File: config.mk
export PLATFORM = sky130hd
export DESIGN_NAME = cache_mem_bridge
export DESIGN_NICKNAME = d
export VERILOG_FILES = /design/src/rtl/cache_mem_bridge.sv
export SDC_FILE = /design/constraint.sdc
export NUM_CORES = 1
export LEC_CHECK = 0
export CAP_MARGIN = 20
export CORE_AREA = 2 2 278 280
export DETAILED_ROUTE_END_ITERATION = 7
export DIE_AREA = 0 0 280 282
export GPL_TIMING_DRIVEN = 0
export PLACE_DENSITY_LB_ADDON = 0.3
export SKIP_CTS_REPAIR_TIMING = 1
export SYNTH_ARGS = -nofsm -noshare
export SYNTH_HDL_FRONTEND = slang
export SYNTH_SLANG_ARGS = --single-unit
export TNS_END_PERCENT = 20
File: constraint.sdc
create_clock -name clk -period 4.5 [get_ports clk]
set_input_delay 0.675 -clock clk [delete_from_list [all_inputs] [get_ports clk]]
set_output_delay 0.675 -clock clk [all_outputs]
set_load 0.01 [all_outputs]
File: src/rtl/cache_mem_bridge.sv
// cache_mem_bridge
//   Converts cache line refills and line writebacks into single-word
//   transactions on a request / addr_ok / data_ok memory bus. One writeback
//   line is buffered internally; refill words stream back to the cache as
//   ret_valid / ret_last beats. Only one bus transaction is in flight at a time,
//   and reads take priority over writes.
// Ports:
//   clk, resetn                      clock, asynchronous active-low reset
//   rd_req/rd_addr/rd_rdy            refill request handshake
//   ret_valid/ret_last/ret_data      refill word stream (no backpressure)
//   wr_req/wr_addr/wr_data/wr_rdy    writeback request handshake (full line)
//   mem_req/mem_wr/mem_addr/mem_wdata  word request to memory
//   mem_addr_ok/mem_data_ok/mem_rdata  memory accept / completion / read data
module cache_mem_bridge #(
   parameter int BYTES_PER_LINE = 64,
   parameter int WORDS_PER_LINE = BYTES_PER_LINE / 4,
   parameter int LINE_WIDTH     = WORDS_PER_LINE * 32,
   parameter int OFFSET_WIDTH   = $clog2(BYTES_PER_LINE)
) (
   input  logic                  clk,
   input  logic                  resetn,
   input  logic                  rd_req,
   input  logic [31:0]           rd_addr,
   output logic                  rd_rdy,
   output logic                  ret_valid,
   output logic                  ret_last,
   output logic [31:0]           ret_data,
   input  logic                  wr_req,
   input  logic [31:0]           wr_addr,
   input  logic [LINE_WIDTH-1:0] wr_data,
   output logic                  wr_rdy,
   output logic                  mem_req,
   output logic                  mem_wr,
   output logic [31:0]           mem_addr,
   output logic [31:0]           mem_wdata,
   input  logic                  mem_addr_ok,
   input  logic                  mem_data_ok,
   input  logic [31:0]           mem_rdata
);

   localparam int CNT_W = $clog2(WORDS_PER_LINE);
   localparam int TAG_W = 32 - OFFSET_WIDTH;
   localparam logic [CNT_W-1:0] LAST_WORD = CNT_W'(WORDS_PER_LINE - 1);

   typedef enum logic [2:0] {
      S_IDLE    = 3'd0,
      S_RD_REQ  = 3'd1,
      S_RD_WAIT = 3'd2,
      S_WR_REQ  = 3'd3,
      S_WR_WAIT = 3'd4
   } state_e;

   state_e                state_q, state_d;
   logic                  rd_pend_q, rd_pend_d;
   logic [TAG_W-1:0]      rd_line_q, rd_line_d;
   logic [CNT_W-1:0]      rd_cnt_q, rd_cnt_d;
   logic                  wbuf_valid_q, wbuf_valid_d;
   logic [TAG_W-1:0]      wbuf_line_q, wbuf_line_d;
   logic [LINE_WIDTH-1:0] wbuf_data_q, wbuf_data_d;
   logic [CNT_W-1:0]      wr_cnt_q, wr_cnt_d;

   logic                  rd_hit_wbuf_s;
   logic                  rd_accept_s;
   logic                  wr_accept_s;
   logic [LINE_WIDTH-1:0] wbuf_shift_s;
   logic                  unused_s;

   // The line offset bits of both request addresses are deliberately ignored.
   assign unused_s = ^{rd_addr[OFFSET_WIDTH-1:0], wr_addr[OFFSET_WIDTH-1:0]};

   // A refill of the line still sitting in the write buffer must wait until
   // the buffer drains, otherwise it would read stale memory.
   assign rd_hit_wbuf_s = wbuf_valid_q && (rd_addr[31:OFFSET_WIDTH] == wbuf_line_q);
   assign rd_rdy        = !rd_pend_q && !rd_hit_wbuf_s;
   assign wr_rdy        = !wbuf_valid_q;
   assign rd_accept_s   = rd_req && rd_rdy;
   assign wr_accept_s   = wr_req && wr_rdy;

   // Current write word sits at the bottom of the shifted line.
   assign wbuf_shift_s  = wbuf_data_q >> {wr_cnt_q, 5'b00000};

   // Next-state, request acceptance and bus/return outputs.
   always_comb begin
      state_d      = state_q;
      rd_pend_d    = rd_pend_q;
      rd_line_d    = rd_line_q;
      rd_cnt_d     = rd_cnt_q;
      wbuf_valid_d = wbuf_valid_q;
      wbuf_line_d  = wbuf_line_q;
      wbuf_data_d  = wbuf_data_q;
      wr_cnt_d     = wr_cnt_q;
      mem_req      = 1'b0;
      mem_wr       = 1'b0;
      mem_addr     = 32'h0000_0000;
      mem_wdata    = 32'h0000_0000;
      ret_valid    = 1'b0;
      ret_last     = 1'b0;
      ret_data     = 32'h0000_0000;

      // Acceptance never collides with completion below: a read is only
      // accepted with no read pending, a write only with the buffer empty.
      if (rd_accept_s) begin
         rd_pend_d = 1'b1;
         rd_line_d = rd_addr[31:OFFSET_WIDTH];
         rd_cnt_d  = {CNT_W{1'b0}};
      end else begin
         rd_pend_d = rd_pend_q;
      end

      if (wr_accept_s) begin
         wbuf_valid_d = 1'b1;
         wbuf_line_d  = wr_addr[31:OFFSET_WIDTH];
         wbuf_data_d  = wr_data;
         wr_cnt_d     = {CNT_W{1'b0}};
      end else begin
         wbuf_valid_d = wbuf_valid_q;
      end

      case (state_q)
         S_IDLE: begin
            if (rd_pend_q) begin
               state_d = S_RD_REQ;
            end else if (wbuf_valid_q) begin
               state_d = S_WR_REQ;
            end else begin
               state_d = S_IDLE;
            end
         end
         S_RD_REQ: begin
            mem_req  = 1'b1;
            mem_addr = {rd_line_q, rd_cnt_q, 2'b00};
            if (mem_addr_ok) begin
               state_d = S_RD_WAIT;
            end else begin
               state_d = S_RD_REQ;
            end
         end
         S_RD_WAIT: begin
            if (mem_data_ok) begin
               ret_valid = 1'b1;
               ret_data  = mem_rdata;
               ret_last  = (rd_cnt_q == LAST_WORD);
               if (rd_cnt_q == LAST_WORD) begin
                  rd_pend_d = 1'b0;
                  rd_cnt_d  = {CNT_W{1'b0}};
                  state_d   = S_IDLE;
               end else begin
                  rd_cnt_d  = rd_cnt_q + CNT_W'(1);
                  state_d   = S_RD_REQ;
               end
            end else begin
               state_d = S_RD_WAIT;
            end
         end
         S_WR_REQ: begin
            mem_req   = 1'b1;
            mem_wr    = 1'b1;
            mem_addr  = {wbuf_line_q, wr_cnt_q, 2'b00};
            mem_wdata = wbuf_shift_s[31:0];
            if (mem_addr_ok) begin
               state_d = S_WR_WAIT;
            end else begin
               state_d = S_WR_REQ;
            end
         end
         S_WR_WAIT: begin
            // Back to IDLE after every write word so a pending refill can
            // slip in between writeback words.
            if (mem_data_ok) begin
               state_d = S_IDLE;
               if (wr_cnt_q == LAST_WORD) begin
                  wbuf_valid_d = 1'b0;
                  wr_cnt_d     = {CNT_W{1'b0}};
               end else begin
                  wr_cnt_d     = wr_cnt_q + CNT_W'(1);
               end
            end else begin
               state_d = S_WR_WAIT;
            end
         end
         default: begin
            state_d = S_IDLE;
         end
      endcase
   end

   // FSM state register.
   always_ff @(posedge clk or negedge resetn) begin
      if (!resetn) begin
         state_q <= S_IDLE;
      end else begin
         state_q <= state_d;
      end
   end

   // Read tracker and write buffer registers.
   always_ff @(posedge clk or negedge resetn) begin
      if (!resetn) begin
         rd_pend_q    <= 1'b0;
         rd_line_q    <= {TAG_W{1'b0}};
         rd_cnt_q     <= {CNT_W{1'b0}};
         wbuf_valid_q <= 1'b0;
         wbuf_line_q  <= {TAG_W{1'b0}};
         wbuf_data_q  <= {LINE_WIDTH{1'b0}};
         wr_cnt_q     <= {CNT_W{1'b0}};
      end else begin
         rd_pend_q    <= rd_pend_d;
         rd_line_q    <= rd_line_d;
         rd_cnt_q     <= rd_cnt_d;
         wbuf_valid_q <= wbuf_valid_d;
         wbuf_line_q  <= wbuf_line_d;
         wbuf_data_q  <= wbuf_data_d;
         wr_cnt_q     <= wr_cnt_d;
      end
   end

endmodule

# [After elaboration in Yosys (flattened, before gate mapping)]
# Cells that the tools add are included.
[totals] ff_bits=577 word_cells=61
[classes] reduce_logical=9 shifts=1 eq_ne=7 muxes=34 add_sub_neg=2
[ops] cell=">> shifter 512 x 9 -> 32 bit" n=1
[ops] cell="2-to-1 mux 32 bit" n=3
[ops] cell="case mux 32 bit (2 select lines)" n=1
[ops] cell="2-to-1 mux 4 bit" n=8
[ops] cell="== test 26 bit" n=1
[ops] cell="2-to-1 mux 1 bit" n=15
[ops] cell="case mux 3 bit (5 select lines)" n=1
[ops] cell="2-to-1 mux 3 bit" n=3
[ops] cell="adder 4 x 1 -> 4 bit, second input constant" n=2
[ops] cell="== test 4 bit, second input constant" n=2
[ops] cell="== test 3 x 2 -> 1 bit, second input constant" n=2
[ops] cell="2-to-1 mux 2 bit" n=3
[ops] cell="logical AND 1 bit" n=4
[ops] cell="== test 3 x 1 -> 1 bit, second input constant" n=1
[ops] cell="== test 3 bit, second input constant" n=1
[ops] cell="logical NOT 1 bit" n=3
[ops] cell="logical NOT 3 bit" n=1
[ops] cell="OR reduction 2 bit" n=1

# [Longest topological paths before layout]
# Gate-level depths: netlist of the first run.
[depth] depth_word=9 mapped_depth=7 depth_no_buf=5

# [Worst setup path after synthesis of the first run]
# No wires, ideal clock.
[synth_path] kind="register to output" start="reg wr_cnt_q[0]" end="out mem_wdata[25]" arrival_ns=2.102 t_required_ns=3.825 stages_incl_launch_ff=6 setup_slack_ns=1.723 path_buffers=2 cell_sequence="dfrtp_1 -> clkbuf_1 -> clkbuf_1 -> mux4_2 -> mux4_2 -> nor2b_1"
[synth_via] elab_chain_cells=2
[synth_lines] element="start, declared" line_no="60" rtl="logic [CNT_W-1:0] wr_cnt_q, wr_cnt_d;"
[synth_lines] element="start signal, assigned" line_no="205" rtl="wr_cnt_q <= {CNT_W{1'b0}};"
[synth_lines] element="start signal, assigned" line_no="213" rtl="wr_cnt_q <= wr_cnt_d;"
[synth_lines] element=">> shifter 512 x 9 -> 32 bit" line_no="80" rtl="assign wbuf_shift_s = wbuf_data_q >> {wr_cnt_q, 5'b00000};"
[synth_lines] element="2-to-1 mux 32 bit" line_no="119" rtl="case (state_q)"
[synth_lines] element="end, declared" line_no="35" rtl="output logic [31:0] mem_wdata,"
# Every way passes these cells.

# [Worst setup path in the final report of the first run]
[layout_path] start="reg wr_cnt_q[1]" end="out mem_wdata[30]"
# Same word-level chain as after synthesis.

==> results of run 1 <==
-- cell type report --
class	instances	area, sq um	area share [%]
diodes	24	60.1	0.161
plain buffers	119	592	1.59
clock buffers	97	1970	5.30
clock inverters	22	264	0.709
inverters	7	26.3	0.0706
multi-input cells	945	11400	30.6
flip-flops and latches	577	14400	38.8
well taps	978	1220	3.29
repair buffers	713	7260	19.5
-- Yosys cell counts (all sizes together), types with 9 or more instances --
library cell and instances:
xnor2 23, nor2 39, nor2b 35, buf 82, nand2 12, mux2i 30
o21ai 9, mux4 160, and2 32, mux2 564, dfrtp 577, clkbuf 37
-- metal layers --
metal | part of all wire, % | global-route usage [%]
met2 | 50 | 42.7
met3 | 7.4 | 7.33
met1 | 40 | 30.2
met4 | 3.0 | 9.20
met5 | 0.23 | 0
-- worst min-delay path by stage --
stage                startpoint               end  depth (start not counted)
2_1_floorplan            resetn       rd_cnt_q[0]                          0
3_3_place_gp   wbuf_data_q[364]  wbuf_data_q[364]                          1
3_5_place_dp   wbuf_data_q[207]  wbuf_data_q[207]                          1
4_1_cts                  resetn   wbuf_data_q[34]                          1
5_1_grt                  resetn    wbuf_data_q[3]                          1
6_report                 resetn   wbuf_data_q[34]                          1
-- per-stage QoR --
stage          total power, mW  area (sq um)  TNS [ps]
2_1_floorplan             9.11         26400         0
6_report                  17.0         37200         0
4_1_cts                   17.2         37200    -19130
5_1_grt                   17.8         37200         0
3_3_place_gp              11.5         34700         -
3_5_place_dp              11.6         34900      -355
-- logic make-up after synthesis --
kind of cell / after synthesis / synth area share (%)
multiplexers: 754 / 38.8
flip-flops: 577 / 54.6
AND/OR/NAND/NOR: 134 / 2.68
buffers and inverters: 126 / 2.26
AO/OA/AOI/OAI: 27 / 0.653
XOR/XNOR: 26 / 0.862
adder cells (fa/ha/maj): 2 / 0.0947
other: 1 / 0.0142
-- flip-flops by register name, summed over array words and instances (netlist names) --
register and count:
wr_cnt_q 4, rd_line_q 26, wbuf_data_q 512, wbuf_line_q 26
rd_pend_q 1, wbuf_valid_q 1, rd_cnt_q 4, state_q 3
-- report_power, final --
part / internal [mW] / total, mW / switching (mW)
Combinational: 2.84 / 5.29 / 2.44
Clock: 3.25 / 5.56 / 2.30
Sequential: 5.82 / 6.17 / 0.347
Total: 11.9 / 17.0 / 5.09
==> impl_metrics.ini, run 1 <==
[die]
row_count = 101
dieHeight_um = 282
die_area_sq_um = 79000
die-width_um = 280
io_pins = 716
start_util_pct = 34.9
core_area_sq_um = 75700

[sta]
hold_ws_ps = 14.3
fin_ws_ps = 125
rsz0062_at_grt = no
finalHoldViolCount = 0
period_share_pct = 97.2
min_period_ps = 4380
skew_ps = 18.2
final_max_slew_viol_count = 0
worstMarginPinSlew_ps = 1150
slew_headroom_pct = 23.5
finalSetupViolations = 0
fmax_mhz = 229

[synth]
yosysWarnings = 0
yosys.area.top_type = dfrtp_1
synthFlopType = dfrtp_1
yosysTopAreaCellShare_pct = 54.6
synthArstFlopShare_pct = 100
synth_cells = 1647
synth_seq_cells = 577
synth-edff-count = 0
synth_area_leaders = dfrtp_1 (55%), mux2_1 (24%), mux4_2 (14%)
syn_avg_cell_area_sq_um = 16.0
synth_cell_types = 40
syn-cell-area_sq_um = 26400
ys_seq_area_share_pct = 54.6

[placement]
hpwl_um = 76300
place.detailed.instances = 3339
numPortBuffers = 701
dp_slack_ps = -99.2
gp_congestion = 0.865

[route]
vias = 18100
vias_per_cell = 5.19
wl_per_cell_um = 28.6
ant_nets = 0
totalWireLength_um = 99500
drt_iter0_drc = 811
drc = 0
drt_pass1_iterations = 4

[setup_path]
timing.rr.start = wbuf_valid_q
endpoint = mem_wdata[30]
cp.buffers_inverters = 3
arrival_ps = 3700
cp_slowest_cell = buf_1
crit_top_cell = mux4_2
crit_path_start_kind = flop
critPathMaxStageDelay_ps = 830
critPathTopFamily = buffers and inverters
reg2reg_depth = 5
cp-end-kind = primary output
worstPathCellList = clkbuf_2 -> buf_1 -> mux4_2 -> mux4_2 -> nor2b_1 -> clkdlybuf4s50_1
cp_max_fo = 10
cp.depth = 6
crit_type = reg2out
crit_start = wr_cnt_q[1]
crit_required_ps = 3830
rr_endpoint = wbuf_data_q[481]
r2r_slack_ps = 1430

[global_routing]
grt_pass1_vias = 20100
grt_pass1_wl_um = 140000
grt_start_max_net_pins = 123
antenna_found_initial = 41
grt-ovfl-total = 0
track_usage_pct = 25.1

[final_layout]
syn2layout_area_growth_pct = 40.9
nFillCells = 6463
layout_common_cells = clkdlybuf4s50_1 (700), dfrtp_1 (577), mux2_1 (564), mux4_2 (160), clkbuf_16 (70)
fin_util_pct = 49.2
final_common_cell = clkdlybuf4s50_1
drive_gt1_share_pct = 13.7
nets = 3048
stdcell_count = 3482

[pwr]
peakVddDrop_v = 0.000247
p_per_area_nw_per_um2 = 457
p_leak_nw = 15.6

[clocking]
cts_max_level = 3
clk_root_buffer_cell = clkbuf_16
cts_tree = yes
clk_latency_ps = 620
clk_pin_slew_ps = 60
clock-sinks = 577
clockBufferDepth = 3
cts_buffers = 69

[min_path]
hp-class = in2async

[flow_run]
maxCapViolations = 0

[outcome]
status = completed
(Power assumes the default switching activity.)
==> run 2, diff against run 1 <==
Settings changed: REMOVE_ABC_BUFFERS set to 1.
==> run 2 against run 1 <==
Final area rose by 0.11%; power fell by 2.9%; critical path depth did not move; sequential share of layout area barely moved; critical path type unchanged; hold slack improved by 460 ps; sequential cell count did not move; critical endpoint is now mem_wdata[0]; global-route usage fell by 5.2 points; register-to-register slack barely moved; largest power group unchanged; core utilization rose by 0.056 points.
==> impl_metrics.ini, run 2 (synthesized netlist as in run 1, its figures left out) <==
[sta]
slew_headroom_pct = 33.7
finalSetupViolations = 0
rsz0062_at_grt = no
period_share_pct = 94.5
worstMarginPinSlew_ps = 994
finalHoldViolCount = 0
min_period_ps = 4250
final_max_slew_viol_count = 0
fmax_mhz = 235
skew_ps = 18.9
fin_tns_setup_ps = 0

[global_routing]
grt_pass1_wl_um = 117000
grt_pass1_vias = 18700
grt_start_max_net_pins = 118
track_usage_pct = 19.9
antenna_found_initial = 51
grt-ovfl-total = 0

[route]
drc = 0
drt_pass1_iterations = 7
vias_per_cell = 5.01
vias = 17000
wl_per_cell_um = 23.4
drt_iter0_drc = 659
ant_nets = 0
totalWireLength_um = 79500

[final_layout]
final_common_cell = clkdlybuf4s50_1
drive_gt1_share_pct = 12.9
layout_common_cells = clkdlybuf4s50_1 (699), dfrtp_1 (572), mux2_1 (564), mux4_2 (160), clkbuf_16 (70)
reg.largest.list = wbuf_data_q x512, rd_line_q x26, wbuf_line_q x26
largest_reg_flops = 512
syn2layout_area_growth_pct = 41.0
nets = 2957
regMostFlops = wbuf_data_q

[setup_path]
cp-end-kind = primary output
critPathMaxStageDelay_ps = 630
critPathTopFamily = buffers and inverters
rr_endpoint = wbuf_data_q[475]
cp_max_fo = 38
r2r_slack_ps = 1440
cp_slowest_cell = clkdlybuf4s50_1
crit_path_start_kind = flop
crit_required_ps = 3830
crit_top_cell = mux4_2
timing.rr.start = wbuf_valid_q
cp.buffers_inverters = 3
arrival_ps = 3580
worstPathCellList = buf_6 -> buf_16 -> mux4_2 -> mux4_2 -> nor2b_1 -> clkdlybuf4s50_1
crit_type = reg2out
reg2reg_depth = 9

[clocking]
clk_latency_ps = 590
clockBufferDepth = 3
cts_tree = yes
clk_root_buffer_cell = clkbuf_16
cts_max_level = 3
clk_pin_slew_ps = 50
cts_buffers = 69
clock-sinks = 577

[pwr]
p_leak_nw = 15.5
peakVddDrop_v = 0.000304
p_per_area_nw_per_um2 = 443
total_power_mw = 16.5

[die]
row_count = 101
start_util_pct = 34.9
die-width_um = 280
io_pins = 716
dieHeight_um = 282
core_area_sq_um = 75700
die_area_sq_um = 79000

[placement]
numPortBuffers = 701
hpwl_um = 58900
gp_congestion = 0.789

[outcome]
status = completed

[min_path]
whs_endpoint = wbuf_data_q[210]
min_from = wbuf_data_q[210]
hp-class = reg2reg
min_path_cells = 1

[flow_run]
maxCapViolations = 0
[run 2: cell types whose count changed in the layout (fill, tap and decap cells not counted), moves of 5 or more]
cell,before,now
buf_12,0,19
diode_2,24,31
clkbuf_1,45,22
buf_6,10,1
buf_16,5,16
dfrtp_1,577,572
buf_2,38,0
buf_1,28,0
clkbuf_2,9,0
[run 2: worst reg2reg max path: stages, from the launching register on]
cell	delay [ps]
dfrtp_1	490
nor2b_4	480
buf_12	260
buf_16	190
buf_12	220
buf_12	250
buf_12	280
buf_16	220
buf_12	200
mux2_1	360
[run 2: metrics by stage]
step | setup slack (ps) | instances | hold WS (ps) | util [%] | cell area, sq um
after floorplan | -23120 | 1529 | 379 | - | 25900
after global placement | -34650 | 3208 | 461 | 45.1 | 34100
after detailed placement | 193 | 3244 | 469 | 46.2 | 35000
after CTS | -472 | 3365 | -114 | 49.1 | 37100
after global routing | 63.4 | 3390 | 492 | 49.2 | 37300
final | 248 | 3400 | 477 | 49.2 | 37300
[run 2: final cells by class]
cell class | instances | area, sq um
Sequential cell | 577 | 14500
Clock buffer | 103 | 1970
Timing Repair Buffer | 741 | 7920
Fill cell | 6371 | 38400
Clock inverter | 18 | 170
Tap cell | 978 | 1220
Inverter | 7 | 26.3
Antenna cell | 31 | 77.6
Multi-Input combinational cell | 945 | 11400
[run 2: worst max-delay path by stage]
stage / end / cells after the start / start / slack [ps]
finish: mem_wdata[0] / 6 / wr_cnt_q[0] / 250
global route: mem_wdata[0] / 6 / wr_cnt_q[0] / 60
CTS: mem_wdata[11] / 6 / wr_cnt_q[0] / -470
detailed placement: mem_wdata[11] / 6 / wr_cnt_q[0] / 190
global placement: wr_cnt_q[0] / 4 / wr_req / -34650
floorplan: wr_cnt_q[0] / 3 / wbuf_valid_q / -23120
[run 2: power breakdown]
part	switching [mW]	internal [mW]
combinational	2.02	2.88
sequential	0.445	5.83
clock	2.24	3.11
total	4.70	11.8
[run 2: routing by layer]
layer  vias to the layer above  track usage [%]  wire length (um)
met1                      8726             22.0             28900
met2                       601             34.3             40700
met4                        28             7.24              2330
met3                       153             8.23              7440
li1                       7514                -                 -
met5                         -                0               195
